===== config.mk =====
export PLATFORM = sky130hd
export DESIGN_NAME = dmem_bus_bridge
export DESIGN_NICKNAME = d
export VERILOG_FILES = /design/src/rtl/dmem_bus_bridge.sv
export SDC_FILE = /design/constraint.sdc
export NUM_CORES = 1
export LEC_CHECK = 0
export ABC_AREA = 1
export CAP_MARGIN = 25
export CORE_ASPECT_RATIO = 0.75
export CORE_UTILIZATION = 43
export DETAILED_ROUTE_END_ITERATION = 10
export PLACE_DENSITY = 0.84
export SETUP_SLACK_MARGIN = 0.4
export SYNTH_ARGS = -nofsm -noshare
export SYNTH_HDL_FRONTEND = slang
export SYNTH_SLANG_ARGS = --single-unit

===== constraint.sdc =====
create_clock -name i_clk -period 8.9 [get_ports i_clk]
set_input_delay 0.89 -clock i_clk [delete_from_list [all_inputs] [get_ports i_clk]]
set_output_delay 0.89 -clock i_clk [all_outputs]
set_load 0.05 [all_outputs]

===== src/rtl/dmem_bus_bridge.sv =====
// Bridges the level-held data-memory request interface onto a registered valid/ready bus
// with one outstanding transaction. Optional response timeout: define DMEM_BRIDGE_TIMEOUT_EN.
module dmem_bus_bridge #(
  parameter int DATA_W         = 32,
  parameter int TIMEOUT_CYCLES = 255
) (
  input  logic              i_clk,
  input  logic              i_rst,
  input  logic [DATA_W-1:0] i_DM_Wd,
  input  logic [DATA_W-1:0] i_DM_Addr,
  input  logic              i_DM_Wen,
  input  logic              i_DM_MemRead,
  input  logic [3:0]        i_DM_byte_en,
  output logic [DATA_W-1:0] o_DM_ReadData,
  output logic              o_DM_data_ready,
  output logic              o_bus_req_valid,
  input  logic              i_bus_req_ready,
  output logic              o_bus_we,
  output logic [DATA_W-1:0] o_bus_addr,
  output logic [DATA_W-1:0] o_bus_wdata,
  output logic [3:0]        o_bus_be,
  input  logic              i_bus_rsp_valid,
  input  logic [DATA_W-1:0] i_bus_rsp_data,
  input  logic              i_bus_rsp_err,
  output logic              o_bus_err,
  output logic              o_busy
);

  typedef enum logic [1:0] {
    ST_IDLE = 2'd0,
    ST_REQ  = 2'd1,
    ST_RESP = 2'd2,
    ST_DONE = 2'd3
  } state_t;

  state_t            r_state;
  state_t            w_state_nxt;
  logic              w_capture;
  logic              w_take_rsp;
  logic              w_take_to;
  logic              w_timeout;

  logic              r_we;
  logic [DATA_W-1:0] r_addr;
  logic [DATA_W-1:0] r_wdata;
  logic [3:0]        r_be;
  logic [DATA_W-1:0] r_rdata;
  logic              r_req_valid;
  logic              r_data_ready;
  logic              r_bus_err;
  logic              r_busy;

  if (TIMEOUT_CYCLES < 1 || TIMEOUT_CYCLES > 65535) begin : g_bad_timeout
    $error("dmem_bus_bridge: TIMEOUT_CYCLES must be within 1..65535");
  end

`ifdef DMEM_BRIDGE_TIMEOUT_EN
  localparam logic [15:0] LP_TO_LAST = 16'(TIMEOUT_CYCLES - 1);

  logic [15:0] r_to_cnt;

  // Counts RESP cycles; held at zero elsewhere so it restarts on every entry to RESP.
  always_ff @(posedge i_clk or posedge i_rst) begin
    if (i_rst) begin
      r_to_cnt <= 16'd0;
    end else if (r_state == ST_RESP) begin
      r_to_cnt <= r_to_cnt + 16'd1;
    end else begin
      r_to_cnt <= 16'd0;
    end
  end

  assign w_timeout = (r_state == ST_RESP) && (r_to_cnt == LP_TO_LAST);
`else
  assign w_timeout = 1'b0;
`endif

  // Next-state decode; a response always wins over a coincident timeout.
  always_comb begin
    w_state_nxt = r_state;
    w_capture   = 1'b0;
    w_take_rsp  = 1'b0;
    w_take_to   = 1'b0;
    case (r_state)
      ST_IDLE: begin
        if (i_DM_Wen || i_DM_MemRead) begin
          w_state_nxt = ST_REQ;
          w_capture   = 1'b1;
        end else begin
          w_state_nxt = ST_IDLE;
        end
      end
      ST_REQ: begin
        if (r_req_valid && i_bus_req_ready) begin
          w_state_nxt = ST_RESP;
        end else begin
          w_state_nxt = ST_REQ;
        end
      end
      ST_RESP: begin
        if (i_bus_rsp_valid) begin
          w_state_nxt = ST_DONE;
          w_take_rsp  = 1'b1;
        end else if (w_timeout) begin
          w_state_nxt = ST_DONE;
          w_take_to   = 1'b1;
        end else begin
          w_state_nxt = ST_RESP;
        end
      end
      ST_DONE: begin
        w_state_nxt = ST_IDLE;
      end
      default: begin
        w_state_nxt = ST_IDLE;
      end
    endcase
  end

  // State register plus status outputs registered from the next state.
  always_ff @(posedge i_clk or posedge i_rst) begin
    if (i_rst) begin
      r_state      <= ST_IDLE;
      r_req_valid  <= 1'b0;
      r_data_ready <= 1'b0;
      r_busy       <= 1'b0;
    end else begin
      r_state      <= w_state_nxt;
      r_req_valid  <= (w_state_nxt == ST_REQ);
      r_data_ready <= (w_state_nxt == ST_DONE);
      r_busy       <= (w_state_nxt != ST_IDLE);
    end
  end

  // Request registers; only loaded in IDLE so the bus fields stay stable through REQ.
  always_ff @(posedge i_clk or posedge i_rst) begin
    if (i_rst) begin
      r_we    <= 1'b0;
      r_addr  <= '0;
      r_wdata <= '0;
      r_be    <= 4'd0;
    end else if (w_capture) begin
      r_we    <= i_DM_Wen;
      r_addr  <= i_DM_Addr;
      r_wdata <= i_DM_Wd;
      r_be    <= i_DM_byte_en;
    end else begin
      r_we    <= r_we;
      r_addr  <= r_addr;
      r_wdata <= r_wdata;
      r_be    <= r_be;
    end
  end

  // Completion data: read data only changes for reads, the error flag pulses with data_ready.
  always_ff @(posedge i_clk or posedge i_rst) begin
    if (i_rst) begin
      r_rdata   <= '0;
      r_bus_err <= 1'b0;
    end else if (w_take_rsp) begin
      r_rdata   <= r_we ? r_rdata : i_bus_rsp_data;
      r_bus_err <= i_bus_rsp_err;
    end else if (w_take_to) begin
      r_rdata   <= r_we ? r_rdata : '0;
      r_bus_err <= 1'b1;
    end else begin
      r_rdata   <= r_rdata;
      r_bus_err <= 1'b0;
    end
  end

  assign o_DM_ReadData   = r_rdata;
  assign o_DM_data_ready = r_data_ready;
  assign o_bus_req_valid = r_req_valid;
  assign o_bus_we        = r_we;
  assign o_bus_addr      = r_addr;
  assign o_bus_wdata     = r_wdata;
  assign o_bus_be        = r_be;
  assign o_bus_err       = r_bus_err;
  assign o_busy          = r_busy;

endmodule


==> flow_metrics.py, run 1 <==
metrics = {
    "status": {
        "status": "complete, no violations",
    },
    "floorplanning": {
        "start_util_pct": 44.15,
        "core-area_mm2": 0.009619,
        "die_w_um": 116.8,
        "dieArea_mm2": 0.01028,
        "pin_count": 212,
        "rows": 31,
        "die_h_um": 88.07,
    },
    "logic_synthesis": {
        "syn_nets": 573,
        "synth_area_mm2": 0.004247,
        "syn_area_per_cell_um2": 9.113,
        "synth-simple-area-share_pct": 31.47,
        "ys_seq_area_share_pct": 63.05,
        "ys_top_cells_by_area": "dfrtp_1, nand2_1, nand3_1",
        "yosysWarnings": 0,
        "syn-instance-count": 466,
        "synth_compound_area_share_pct": 0.2357,
        "synth_area_leader_cell": "dfrtp_1",
        "yosysUniqueCellTypes": 18,
        "ys_seq_elements": 107,
        "synth_top_family_by_area": "simple AND/OR/NAND/NOR gates",
        "muxShareOfSynthArea_pct": 0,
        "synthAdderAreaFrac_pct": 0,
        "yosysTopAreaCellShare_pct": 63.05,
        "synthXorXnorAreaFrac_pct": 0,
    },
    "global_route": {
        "grt_max_degree": 70,
        "grt.busiest_layer": "met2",
        "grt_usage_pct": 22.71,
        "grt_pass1_vias": 3660,
        "met3_usage_pct": 6.436,
        "grt_use_met1_pct": 29.30,
        "grt_pass1_wl_mm": 17.89,
        "gr-total-overflow": 0,
        "use_met2_pct": 37.39,
        "antenna_found_initial": 0,
    },
    "sta": {
        "min_period_ns": 2.836,
        "finalWorstSetupSlack_ns": 6.064,
        "max_clock_freq_mhz": 352.6,
        "hold-worst-slack_ns": 0.4719,
        "period_share_pct": 31.87,
        "tightestPinTransition_ns": 1.064,
        "hold_viol_final": 0,
        "slew-limit-headroom_pct": 28.96,
        "skew_ns": 0.008693,
        "setup_tns_ns": 0,
        "rsz0062_at_grt": "false",
        "finalSetupViolCount": 0,
        "finalMaxSlewViolations": 0,
    },
    "power": {
        "cellLeakagePower_nw": 3.260,
        "peakVddDrop_mv": 0.2498,
        "power_density_mw_per_mm2": 444.2,
        "pwr-share-comb_pct": 58.7,
        "p_sw_share_pct": 50.83,
        "p_switching_mw": 1.509,
        "p_total_mw": 2.969,
        "p_int_mw": 1.460,
        "clkPwrFrac_pct": 12.7,
        "pwr-share-seq_pct": 28.6,
    },
    "final_layout": {
        "post-route-util_pct": 69.48,
        "nets": 769,
        "final_cell_mix": "clkdlybuf4s50_1, nand2_1, dfrtp_1",
        "num-fill-cells": 761,
        "drive_above_1_share_pct": 4.048,
        "area_growth_pct": 57.40,
        "layout_commonest_cell": "clkdlybuf4s50_1",
        "diodes": 0,
    },
    "hold_path": {
        "hp-class": "flip-flop to flip-flop",
    },
    "worst_setup_path": {
        "critPathArrivalTime_ns": 3.05,
        "cp_top_family": "buffers and inverters",
        "max_stage_delay_ns": 0.54,
        "critPathBufInv": 4,
        "crit_type": "primary input to flip-flop",
        "end_kind": "flip-flop",
        "reg2reg_setup_slack_ns": 6.95,
        "cp_cell_sequence": "clkdlybuf4s50_1 -> inv_1 -> nand2_2 -> buf_4 -> nand2_2 -> buf_12 -> nand2_1 -> nand2_1",
        "cp_slowest_cell": "buf_4",
        "cp.required_ns": 9.12,
        "path_max_fanout": 69,
        "cp-start-kind": "primary input",
    },
    "drt": {
        "num_vias": 3886,
        "detail_route.first_pass.iterations": 4,
        "drt_iter0_drc": 193,
        "vias_per_cell": 4.864,
        "ant_nets": 0,
        "totalWireLength_mm": 11.60,
        "route.detailed.drc": 0,
        "post_drt_wl_per_cell_um": 14.52,
    },
    "clock_network": {
        "htreeDepth": 3,
        "numCtsBuffers": 9,
        "clock_latency_ns": 0.33,
        "clk_pin_slew_worst_paths_ns": 0.07,
        "cts_setup_buffers": 0,
        "clock_path_buffers": 2,
        "cts_root_buffer": "clkbuf_16",
        "ctsResizeCount": 0,
        "cts.sinks": 107,
        "hold_buffers": 0,
        "cts_tree": "yes",
    },
    "placed_design": {
        "dpl_worst_slack_ns": 5.718,
        "hpwlAfterDp_mm": 8.334,
        "io_buffers": 211,
        "place.gp.congestion": 0.7749,
    },
    "run": {
        "drv_cap": 0,
    },
}
-- path summary, 6_finish.rpt --
| path | startpoint | to | depth (start not counted) |
|---|---|---|---|
| max | i_DM_Wen | o_bus_addr[26] | 8 |
| min | o_bus_addr[9] | o_bus_addr[9] | 2 |
| max in group asynchronous | i_rst | o_bus_addr[21] | 3 |
| max reg2reg | o_bus_we | o_DM_ReadData[24] | 4 |
| min in group asynchronous | i_rst | o_DM_ReadData[20] | 2 |
| min reg2reg | o_bus_addr[9] | o_bus_addr[9] | 2 |
-- cells in the mapped netlist --
master / n
a21oi_1: 1
buf_1: 1
buf_2: 14
buf_4: 6
buf_6: 3
clkbuf_1: 6
dfrtp_1: 107
inv_1: 10
inv_2: 1
inv_4: 1
nand2_1: 205
nand2_2: 2
nand2_4: 1
nand3_1: 102
nand3_2: 1
nor2_1: 3
nor2_4: 1
o21ai_1: 1
-- power groups by stage --
stage	Combinational, mW	Clock, mW	Sequential (mW)
5_1_grt	1.85	0.406	0.874
4_1_cts	1.75	0.388	0.850
6_report	1.74	0.378	0.849
3_3_place_gp	1.71	0	0.848
2_1_floorplan	0.400	0	1.60
3_5_place_dp	1.76	0	0.850
-- metrics by stage --
stage,instance area [um2],instances
floorplan,4247,466
global placement,6374,782
detailed placement,6394,783
CTS,6684,799
global route,6684,799
finish,6684,799
-- sequential cells by signal (all words and copies together), names as in the netlist --
name             flops
o_DM_ReadData       32
o_DM_data_ready      1
o_bus_addr          32
o_bus_be             4
o_bus_err            1
o_bus_req_valid      1
o_bus_wdata         32
o_bus_we             1
o_busy               1
r_state              2
-- tightest hold or removal path, stage by stage (launching register included) --
cell	delay (ns)
dfrtp_1	0.34
nand2_1	0.05
nand2_1	0.05
-- logic make-up (layout without fill, tap and decap cells) --
group                  after synthesis  in the layout
DFF                                107            107
buffers and inverters               42            243
and+or+nand+nor                    315            315
AOI/OAI and AO/OA                    2              2
-- area by class of cell --
cell class,count,area [um2],area share [%]
flip-flops and latches,107,2678,40.06
repair buffers,215,2155,32.24
clock inverters,4,33.78,0.5054
clock buffers,12,256.5,3.838
multi-input cells,317,1346,20.14
well taps,132,165.2,2.471
inverters,12,50.05,0.7488
-- routing by layer --
metal  wire (um)  share of wire, %  up-vias
met2        5568                48      160
met4         196               1.7        0
met1        4832                42     1842
met5           0                 0        -
met3        1000               8.6       16
li1            -                 -     1868
(Power assumes the default switching activity.)
==> run 2: changes to the inputs <==
--- a/config.mk
+++ b/config.mk
@@ -8,9 +8,9 @@
 export ABC_AREA = 1
 export CAP_MARGIN = 25
 export CORE_ASPECT_RATIO = 0.75
-export CORE_UTILIZATION = 43
+export CORE_UTILIZATION = 40
 export DETAILED_ROUTE_END_ITERATION = 10
-export PLACE_DENSITY = 0.84
+export PLACE_DENSITY = 0.79
 export SETUP_SLACK_MARGIN = 0.4
 export SYNTH_ARGS = -nofsm -noshare
 export SYNTH_HDL_FRONTEND = slang
==> constraint.sdc (replaced) <==
create_clock -name i_clk -period 2.8 [get_ports i_clk]
set_input_delay 0.28 -clock i_clk [delete_from_list [all_inputs] [get_ports i_clk]]
set_output_delay 0.28 -clock i_clk [all_outputs]
set_load 0.05 [all_outputs]
==> flow_metrics.py, run 2 (synthesis gave the netlist of run 1 again) <==
metrics = {
    "status": {
        "status": "complete, no violations",
    },
    "sta": {
        "rsz0062_at_grt": "false",
        "skew_ns": 0.007774,
        "slew-limit-headroom_pct": 53.10,
        "finalSetupViolCount": 0,
        "tightestPinTransition_ns": 0.7036,
        "finalMaxSlewViolations": 0,
        "period_share_pct": 65.08,
        "max_clock_freq_mhz": 548.8,
        "setup_tns_ns": 0,
        "hold_viol_final": 0,
        "min_period_ns": 1.822,
    },
    "clock_network": {
        "clock_latency_ns": 0.33,
        "clock_path_buffers": 2,
        "cts.sinks": 107,
        "ctsResizeCount": 0,
        "numCtsBuffers": 9,
        "cts_setup_buffers": 0,
        "cts_tree": "yes",
        "clk_pin_slew_worst_paths_ns": 0.07,
        "hold_buffers": 0,
        "htreeDepth": 3,
        "cts_root_buffer": "clkbuf_16",
    },
    "placed_design": {
        "io_buffers": 211,
        "place.gp.congestion": 0.7957,
        "hpwlAfterDp_mm": 7.995,
        "dpl.cell_count": 789,
    },
    "drt": {
        "post_drt_wl_per_cell_um": 14.40,
        "vias_per_cell": 4.853,
        "num_vias": 3907,
        "route.detailed.drc": 0,
        "drt_iter0_drc": 166,
        "detail_route.first_pass.iterations": 4,
        "ant_nets": 0,
        "totalWireLength_mm": 11.59,
    },
    "worst_setup_path": {
        "cp_cell_sequence": "clkdlybuf4s50_1",
        "ff2ff_path_depth": 6,
        "end_kind": "primary output",
        "cp_top_family": "buffers and inverters",
        "max_stage_delay_ns": 0.84,
        "crit_type": "flip-flop to primary output",
        "path_max_fanout": 2,
        "cp.required_ns": 2.52,
        "cp_slowest_cell": "clkdlybuf4s50_1",
        "worstReg2RegStart": "r_state[0]",
        "critPathArrivalTime_ns": 1.54,
        "cp-start-kind": "flip-flop",
        "reg2reg_setup_slack_ns": 1.18,
        "critPathBufInv": 1,
        "timing.rr.end": "o_DM_ReadData[27]",
    },
    "floorplanning": {
        "start_util_pct": 41.27,
        "die_w_um": 121.0,
        "dieArea_mm2": 0.01104,
        "die_h_um": 91.23,
        "pin_count": 212,
        "core-area_mm2": 0.01029,
        "rows": 32,
    },
    "final_layout": {
        "num-fill-cells": 812,
        "post-route-util_pct": 65.25,
        "nets": 771,
        "area_growth_pct": 58.10,
        "instances_no_fill": 805,
        "drive_above_1_share_pct": 4.484,
        "diodes": 0,
        "layout_commonest_cell": "clkdlybuf4s50_1",
        "final_cell_mix": "clkdlybuf4s50_1, nand2_1, dfrtp_1",
    },
    "power": {
        "peakVddDrop_mv": 0.7253,
        "power_density_mw_per_mm2": 1409,
        "cellLeakagePower_nw": 3.266,
    },
    "global_route": {
        "grt_pass1_wl_mm": 18.86,
        "antenna_found_initial": 0,
        "grt_usage_pct": 21.89,
        "grt_pass1_vias": 3793,
        "gr-total-overflow": 0,
        "grt_max_degree": 108,
    },
    "hold_path": {
        "hp-class": "primary input to async pin",
    },
    "run": {
        "drv_cap": 0,
    },
}
==> run 2: layout make-up <==
| type | count | area (um2) | area share, % |
|---|---|---|---|
| clock buffers | 12 | 266.5 | 3.969 |
| clock inverters | 4 | 32.53 | 0.4845 |
| inverters | 12 | 51.30 | 0.7641 |
| multi-input cells | 317 | 1346 | 20.05 |
| flip-flops and latches | 107 | 2678 | 39.88 |
| well taps | 136 | 170.2 | 2.534 |
| repair buffers | 217 | 2170 | 32.31 |
==> run 2: routing by layer <==
metal	wire, um	global-route usage (%)
met1	4844	27.54
met4	152	5.864
met2	5492	35.38
met5	0	0
met3	1099	8.166
==> run 2: worst max-delay path by stage <==
| stage | startpoint | to | slack, ns | cells after the start |
|---|---|---|---|---|
| 5_1_grt | o_bus_wdata[15] | o_bus_wdata[15] | 0.91 | 1 |
| 2_1_floorplan | i_rst | o_DM_ReadData[0] | 1.23 | 1 |
| 3_3_place_gp | i_bus_rsp_valid | o_DM_ReadData[19] | 0.98 | 6 |
| 6_report | o_bus_wdata[28] | o_bus_wdata[28] | 0.98 | 1 |
| 3_5_place_dp | i_bus_rsp_valid | o_DM_ReadData[27] | 0.89 | 6 |
| 4_1_cts | o_bus_wdata[15] | o_bus_wdata[15] | 0.95 | 1 |
==> run 2: report_power, final <==
part,switching (mW),internal (mW)
clock network,0.545,0.681
logic,3.84,1.71
registers,0.410,2.27
total,4.80,4.66
==> run 2: through the flow <==
| step | power, mW | hold WS (ns) | instance area [um2] | setup slack, ns |
|---|---|---|---|---|
| 4_1_cts | 9.545 | 0.4573 | 6714 | 0.9471 |
| 5_1_grt | 9.977 | 0.4868 | 6714 | 0.9136 |
| 3_5_place_dp | 8.280 | 0.4582 | 6415 | 0.8944 |
| 6_report | 9.458 | 0.4473 | 6714 | 0.9779 |
| 3_3_place_gp | 8.160 | 0.4538 | 6415 | 0.9786 |
| 2_1_floorplan | 6.358 | 0.3862 | 4250 | 1.232 |
